==> src/rtl/mem_arb_pkg.sv <==
// Shared types and constants for the IF / data-stage memory port arbiter.
// Used by mem_arb_rr_pick and mem_port_arbiter.
package mem_arb_pkg;

    typedef enum logic {
        ARB_IDLE = 1'b0,
        ARB_BUSY = 1'b1
    } arb_state_e;

    localparam logic REQ_IF = 1'b0;
    localparam logic REQ_D  = 1'b1;

    localparam int MAX_MEM_LAT = 7;
    localparam int CNT_W       = $clog2(MAX_MEM_LAT + 1);

endpackage

==> src/rtl/mem_arb_rr_pick.sv <==
// Combinational two-way round-robin picker.
// A lone requester always wins; on a tie the one that did not win last wins.
module mem_arb_rr_pick
    import mem_arb_pkg::*;
(
    input  logic [1:0] req,
    input  logic       last_win,
    output logic [1:0] grant,
    output logic       win
);

    always_comb begin
        win   = REQ_IF;
        grant = 2'b00;
        unique case (1'b1)
            (req[1] & req[0]):  win = ~last_win;
            (req[1] & ~req[0]): win = REQ_D;
            (req[0] & ~req[1]): win = REQ_IF;
            default:            win = REQ_IF;
        endcase
        if (|req) begin
            grant = (win == REQ_D) ? 2'b10 : 2'b01;
        end
    end

endmodule

==> src/rtl/mem_port_arbiter.sv <==
// Single-port memory arbiter between instruction fetch and the memory stage.
// Optional perf counters are built only when MEM_ARB_PERF_EN is defined.
module mem_port_arbiter
    import mem_arb_pkg::*;
#(
    parameter int AW      = 32,
    parameter int DW      = 32,
    parameter int MEM_LAT = 1
) (
    input  logic          clk,
    input  logic          rst,
    input  logic          if_req,
    input  logic [AW-1:0] if_addr,
    output logic          if_gnt,
    output logic          if_rvalid,
    output logic [DW-1:0] if_rdata,
    input  logic          d_req,
    input  logic          d_we,
    input  logic [AW-1:0] d_addr,
    input  logic [DW-1:0] d_wdata,
    output logic          d_gnt,
    output logic          d_rvalid,
    output logic [DW-1:0] d_rdata,
    output logic [AW-1:0] mem_addr,
    output logic [DW-1:0] mem_wdata,
    output logic          mem_we,
    output logic          mem_re,
    input  logic [DW-1:0] mem_rdata,
    output logic          busy,
    output logic [31:0]   perf_conflict,
    output logic [31:0]   perf_wait
);

    localparam logic [CNT_W-1:0] LAT_M1 = CNT_W'(MEM_LAT - 1);

    arb_state_e       state, state_nxt;
    logic [CNT_W-1:0] cnt, cnt_nxt;
    logic             owner, owner_nxt;
    logic             last_win, last_win_nxt;

    logic       grant_ok;
    logic [1:0] req_v;
    logic [1:0] grant;
    logic       win;
    logic       rd_gnt;
    logic       wr_gnt;
    logic       rsp;

    // Reset also gates grants so every output reads 0 while rst is low.
    assign grant_ok = rst & ((state == ARB_IDLE) | (cnt == '0));
    assign req_v    = {d_req, if_req} & {2{grant_ok}};

    mem_arb_rr_pick u_pick (
        .req      (req_v),
        .last_win (last_win),
        .grant    (grant),
        .win      (win)
    );

    assign if_gnt = grant[0];
    assign d_gnt  = grant[1];
    assign wr_gnt = grant[1] & d_we;
    assign rd_gnt = (|grant) & ~wr_gnt;
    assign rsp    = (state == ARB_BUSY) & (cnt == '0);

    assign mem_re    = rd_gnt;
    assign mem_we    = wr_gnt;
    assign mem_addr  = grant[1] ? d_addr : (grant[0] ? if_addr : '0);
    assign mem_wdata = wr_gnt ? d_wdata : '0;

    assign if_rvalid = rsp & (owner == REQ_IF);
    assign d_rvalid  = rsp & (owner == REQ_D);
    assign if_rdata  = if_rvalid ? mem_rdata : '0;
    assign d_rdata   = d_rvalid ? mem_rdata : '0;
    assign busy      = (state == ARB_BUSY);

    always_ff @(posedge clk or negedge rst) begin
        if (!rst) begin
            state    <= ARB_IDLE;
            cnt      <= '0;
            owner    <= REQ_IF;
            last_win <= REQ_IF;
        end else begin
            state    <= state_nxt;
            cnt      <= cnt_nxt;
            owner    <= owner_nxt;
            last_win <= last_win_nxt;
        end
    end

    always_comb begin
        state_nxt    = state;
        cnt_nxt      = cnt;
        owner_nxt    = owner;
        last_win_nxt = last_win;
        if (&req_v) begin
            last_win_nxt = win;
        end
        if (rd_gnt) begin
            state_nxt = ARB_BUSY;
            cnt_nxt   = LAT_M1;
            owner_nxt = win;
        end else if (state == ARB_BUSY) begin
            if (cnt == '0) begin
                state_nxt = ARB_IDLE;
            end else begin
                cnt_nxt = cnt - 1'b1;
            end
        end
    end

`ifdef MEM_ARB_PERF_EN
    logic [31:0] conf_q;
    logic [31:0] wait_q;
    logic        wait_ev;

    assign wait_ev = (if_req & ~if_gnt) | (d_req & ~d_gnt);

    always_ff @(posedge clk or negedge rst) begin
        if (!rst) begin
            conf_q <= '0;
            wait_q <= '0;
        end else begin
            if ((&req_v) && (conf_q != '1)) begin
                conf_q <= conf_q + 32'd1;
            end
            if (wait_ev && (wait_q != '1)) begin
                wait_q <= wait_q + 32'd1;
            end
        end
    end

    assign perf_conflict = conf_q;
    assign perf_wait     = wait_q;
`else
    assign perf_conflict = 32'h0;
    assign perf_wait     = 32'h0;
`endif

endmodule
==> config.mk <==
export PLATFORM = sky130hd
export DESIGN_NAME = mem_port_arbiter
export DESIGN_NICKNAME = d
export VERILOG_FILES = /design/src/rtl/mem_arb_pkg.sv /design/src/rtl/mem_arb_rr_pick.sv /design/src/rtl/mem_port_arbiter.sv
export SDC_FILE = /design/constraint.sdc
export NUM_CORES = 1
export LEC_CHECK = 0
export CORE_AREA = 2 2 130 132
export CTS_BUF_LIST = sky130_fd_sc_hd__clkbuf_8 sky130_fd_sc_hd__clkbuf_16
export DETAILED_ROUTE_END_ITERATION = 8
export DIE_AREA = 0 0 132 134
export GPL_TIMING_DRIVEN = 0
export PLACE_DENSITY_LB_ADDON = 0.3
export SYNTH_ARGS = -nofsm -noshare
export SYNTH_HDL_FRONTEND = slang
export SYNTH_SLANG_ARGS = --single-unit
==> constraint.sdc <==
create_clock -name clk -period 3.65 [get_ports clk]
set_clock_uncertainty 0.05 [all_clocks]
set_input_delay 0.5475 -clock clk [delete_from_list [all_inputs] [get_ports clk]]
set_output_delay 0.5475 -clock clk [all_outputs]
set_load 0.01 [all_outputs]
==> insert_results.sql <==
INSERT INTO impl_metrics (metric_group, metric, value, unit) VALUES
('worst_hold_path', 'holdCritPathClass', 'input port to async pin', ''),
('clock_network', 'tritoncts', 'done', ''),
('cells_and_area', 'fraction_of_layout_cells_with_a_size_suffix_above_1', '0.130', ''),
('timing', 'unrepaired_setup_endpoints_after_global_routing', 'false', ''),
('drt', 'detail_route.wirelength', '10900', 'µm'),
('power_and_ir_drop', 'power.combinational.fraction', '0.728', ''),
('timing', 'slew_viol_final', '0', ''),
('clock_network', 'tritoncts_buffers', '3', ''),
('die', 'num_io_pins', '332', ''),
('power_and_ir_drop', 'internal-power', '621', 'µW'),
('worst_setup_path', 'timing.critical_path.to_type', 'output port', ''),
('cells_and_area', 'area_added_between_synthesis_and_finish', '162', '%'),
('clock_network', 'worst_setup_hold_path_clk_slew', '30', 'ps'),
('power_and_ir_drop', 'power_switching', '338', 'µW'),
('global_route', 'largest_net_degree_at_the_start_of_global_routing', '11', ''),
('timing', 'fmax', '292', 'MHz'),
('clock_network', 'post_cts_buffers', '0', ''),
('die', 'floorplan.initialDensity', '0.124', ''),
('drt', 'viasPerCell', '3.44', ''),
('drt', 'drt_pass1_iterations', '4', ''),
('drt', 'remaining_drc_errors', '0', ''),
('die', 'die_area', '0.0177', 'mm²'),
('global_route', 'top_usage_layer', 'met2', ''),
('drt', 'wl_per_cell', '12.4', 'µm'),
('timing', 'setup_slack', '225', 'ps'),
('synth', 'synth_seq_area_share', '0.0746', ''),
('run_status', 'status', 'completed', ''),
('synth', 'synth-warning-count', '0', ''),
('worst_setup_path', 'setup.worst_path.start_class', 'input port', ''),
('synth', 'syn_avg_cell_area', '6.23', 'µm²'),
('run', 'timing.max_cap.violations', '0', ''),
('clock_network', 'clock_tree.htree_level_count', '1', ''),
('cells_and_area', 'antenna-diode-count', '0', ''),
('power_and_ir_drop', 'vdd.ir_drop.worst', '0.000109', 'V'),
('placed_design', 'routabilityCongestion', '0.782', ''),
('worst_setup_path', 'critPathRequiredTime', '3050', 'ps'),
('global_route', 'first_global_vias', '2878', ''),
('timing', 'layout_worst_path_cycle_share', '0.938', ''),
('drt', 'final_antenna_net_count', '0', ''),
('power_and_ir_drop', 'switching_fraction', '0.353', ''),
('global_route', 'grt_use_met1', '0.131', ''),
('power_and_ir_drop', 'cellLeakagePower', '0.00228', 'µW'),
('global_route', 'grt_use_met3', '0.0299', ''),
('synth', 'ff_latch_count_synth', '6', ''),
('clock_network', 'clock_sink_count', '6', ''),
('placed_design', 'number_of_cells_after_detailed_placement', '873', ''),
('drt', 'detailroute.via_count', '3016', ''),
('global_route', 'grt_overflow', '0', ''),
('clock_network', 'cts_root_buf', 'sky130_fd_sc_hd__clkbuf_16', ''),
('die', 'row_count', '47', ''),
('cells_and_area', 'final_common_cell', 'sky130_fd_sc_hd__clkdlybuf4s50_1', ''),
('global_route', 'grt_antenna_before_repair', '0', ''),
('placed_design', 'input_output_buffers', '267', ''),
('die', 'die_height', '134', 'µm'),
('cells_and_area', 'most-common-layout-cells', 'sky130_fd_sc_hd__clkdlybuf4s50_1 (266), sky130_fd_sc_hd__and2_1 (96), sky130_fd_sc_hd__buf_4 (65)', ''),
('clock_network', 'holdBufCountCts', '0', ''),
('clock_network', 'clkLatencyLatePin', '230', 'ps'),
('power_and_ir_drop', 'sequential_fraction_of_design_power', '0.088', ''),
('power_and_ir_drop', 'clock_power_share', '0.185', ''),
('global_route', 'grt_util_met2', '0.207', ''),
('cells_and_area', 'finish.cell_count_without_fillers', '876', ''),
('synth', 'synthCells', '323', ''),
('clock_network', 'resized_gates_after_cts', '1', ''),
('synth', 'netlist-cell-type-count', '28', ''),
('synth', 'synth_area', '0.00201', 'mm²'),
('die', 'core_region_area', '0.0163', 'mm²'),
('cells_and_area', 'nets', '793', ''),
('timing', 'setup-violations-final', '0', ''),
('timing', 'finalHoldViolCount', '0', ''),
('worst_setup_path', 'worst-endpoint-arrival', '2830', 'ps'),
('placed_design', 'place_hpwl', '9370', 'µm'),
('drt', 'violation_count_after_the_first_detailed_route_iteration', '58', ''),
('worst_setup_path', 'worst-setup-path-type', 'input port to output port', ''),
('cells_and_area', 'fillCellCount', '1784', ''),
('worst_setup_path', 'crit_path_max_fanout', '10', ''),
('timing', 'min_period', '3420', 'ps'),
('placed_design', 'place_worst_setup_slack', '3.73', 'ps'),
('die', 'dieWidth', '132', 'µm'),
('global_route', 'first_pass_grt_wire_length', '16100', 'µm'),
('clock_network', 'clock_path_buffers', '2', ''),
('power_and_ir_drop', 'pwr_density_cell', '182', 'mW/mm²'),
('global_route', 'groute.usage.overall', '0.112', '');
==> synthesized netlist by cell type <==
| master | instances | area (µm²) |
|---|---|---|
| sky130_fd_sc_hd__o21ai_1 | 2 | 10.0 |
| sky130_fd_sc_hd__a31oi_1 | 1 | 6.26 |
| sky130_fd_sc_hd__nor2b_1 | 1 | 6.26 |
| sky130_fd_sc_hd__nor2_1 | 6 | 22.5 |
| sky130_fd_sc_hd__a21bo_2 | 1 | 10.0 |
| sky130_fd_sc_hd__xor2_1 | 1 | 8.76 |
| sky130_fd_sc_hd__dfrtp_1 | 6 | 150 |
| sky130_fd_sc_hd__a21boi_1 | 1 | 7.51 |
| sky130_fd_sc_hd__o211ai_1 | 1 | 7.51 |
| sky130_fd_sc_hd__nor3_2 | 1 | 10.0 |
| sky130_fd_sc_hd__nand2b_1 | 1 | 6.26 |
| sky130_fd_sc_hd__buf_4 | 65 | 488 |
| sky130_fd_sc_hd__nand2_1 | 36 | 135 |
| sky130_fd_sc_hd__or2_1 | 1 | 6.26 |
| sky130_fd_sc_hd__o21ai_4 | 1 | 16.3 |
| sky130_fd_sc_hd__nand3_1 | 33 | 165 |
| sky130_fd_sc_hd__ha_1 | 2 | 25.0 |
| sky130_fd_sc_hd__a22oi_1 | 1 | 7.51 |
| sky130_fd_sc_hd__a21oi_1 | 33 | 165 |
| sky130_fd_sc_hd__buf_2 | 13 | 65.1 |
| sky130_fd_sc_hd__nor3_4 | 1 | 16.3 |
| sky130_fd_sc_hd__inv_1 | 5 | 18.8 |
| sky130_fd_sc_hd__and2_1 | 96 | 601 |
| sky130_fd_sc_hd__nor3_1 | 2 | 10.0 |
| sky130_fd_sc_hd__o21ai_0 | 1 | 5.00 |
| sky130_fd_sc_hd__and3_1 | 1 | 6.26 |
| sky130_fd_sc_hd__conb_1 | 1 | 3.75 |
| sky130_fd_sc_hd__clkbuf_1 | 9 | 33.8 |
==> sequential cells by signal (all words and copies together), names as in the netlist <==
signal    flops
busy          1
last_win      1
owner         1
cnt           3
==> power by group through the flow <==
stage,Sequential (µW),Combinational [µW],Clock (µW)
final,84.2,698,177
after global routing,86.2,757,188
after CTS,84.3,705,181
after detailed placement,85.1,701,0
after global placement,85.1,704,0
after floorplan,83.4,310,0
==> metrics by stage <==
stage               utilization  total power, µW  cell area [µm²]  hold WS (ps)  TNS (ps)
floorplan                     -              393             2250           202         0
global placement          0.319              790             5200           438     -43.9
detailed placement        0.319              786             5200           442         0
CTS                       0.324              971             5270           331         0
global route              0.324             1030             5270           347         0
finish                    0.324              960             5270           311         0
==> area by class of cell <==
| type | count | area, µm² | share of cell area |
|---|---|---|---|
| clock buffers | 3 | 75.1 | 0.0142 |
| flip-flops and latches | 6 | 150 | 0.0285 |
| inverters | 5 | 18.8 | 0.00356 |
| well taps | 220 | 275 | 0.0522 |
| multi-input cells | 288 | 1490 | 0.283 |
| repair buffers | 267 | 2670 | 0.507 |
| plain buffers | 87 | 587 | 0.111 |
==> kinds of logic after synthesis <==
family	after synthesis	synth area share
compound gates	42	0.117
xor+xnor	1	0.00435
fa+ha+maj	2	0.0124
buf+inv	92	0.301
flops	6	0.0746
other cells	1	0.00186
simple gates	179	0.489
==> worst paths after layout <==
kind | slack (ps) | startpoint | cells after the start | endpoint
min in group clk | 450 | last_win | 1 | last_win
setup reg to reg | 2070 | cnt[1] | 6 | owner
max in group asynchronous | 2940 | rst | 1 | cnt[2]
setup / recovery | 230 | d_req | 7 | mem_wdata[18]
hold / removal | 310 | rst | 1 | cnt[1]
hold reg to reg | 450 | last_win | 1 | last_win
==> layer usage <==
| metal | vias up | part of all wire | routed length, µm |
|---|---|---|---|
| met1 | 1264 | 0.39 | 4220 |
| met5 | - | 0 | 0 |
| li1 | 1569 | - | - |
| met3 | 5 | 0.094 | 1020 |
| met2 | 178 | 0.51 | 5560 |
| met4 | 0 | 0.0071 | 77 |
==> worst max-delay path, stage by stage <==
cell,delay (ps)
sky130_fd_sc_hd__clkdlybuf4s50_1,520
sky130_fd_sc_hd__a21bo_2,230
sky130_fd_sc_hd__buf_2,190
sky130_fd_sc_hd__nor3_4,310
sky130_fd_sc_hd__buf_2,280
sky130_fd_sc_hd__and2_1,190
sky130_fd_sc_hd__clkdlybuf4s50_1,540
Note: power is estimated with default switching activity, not from simulation.
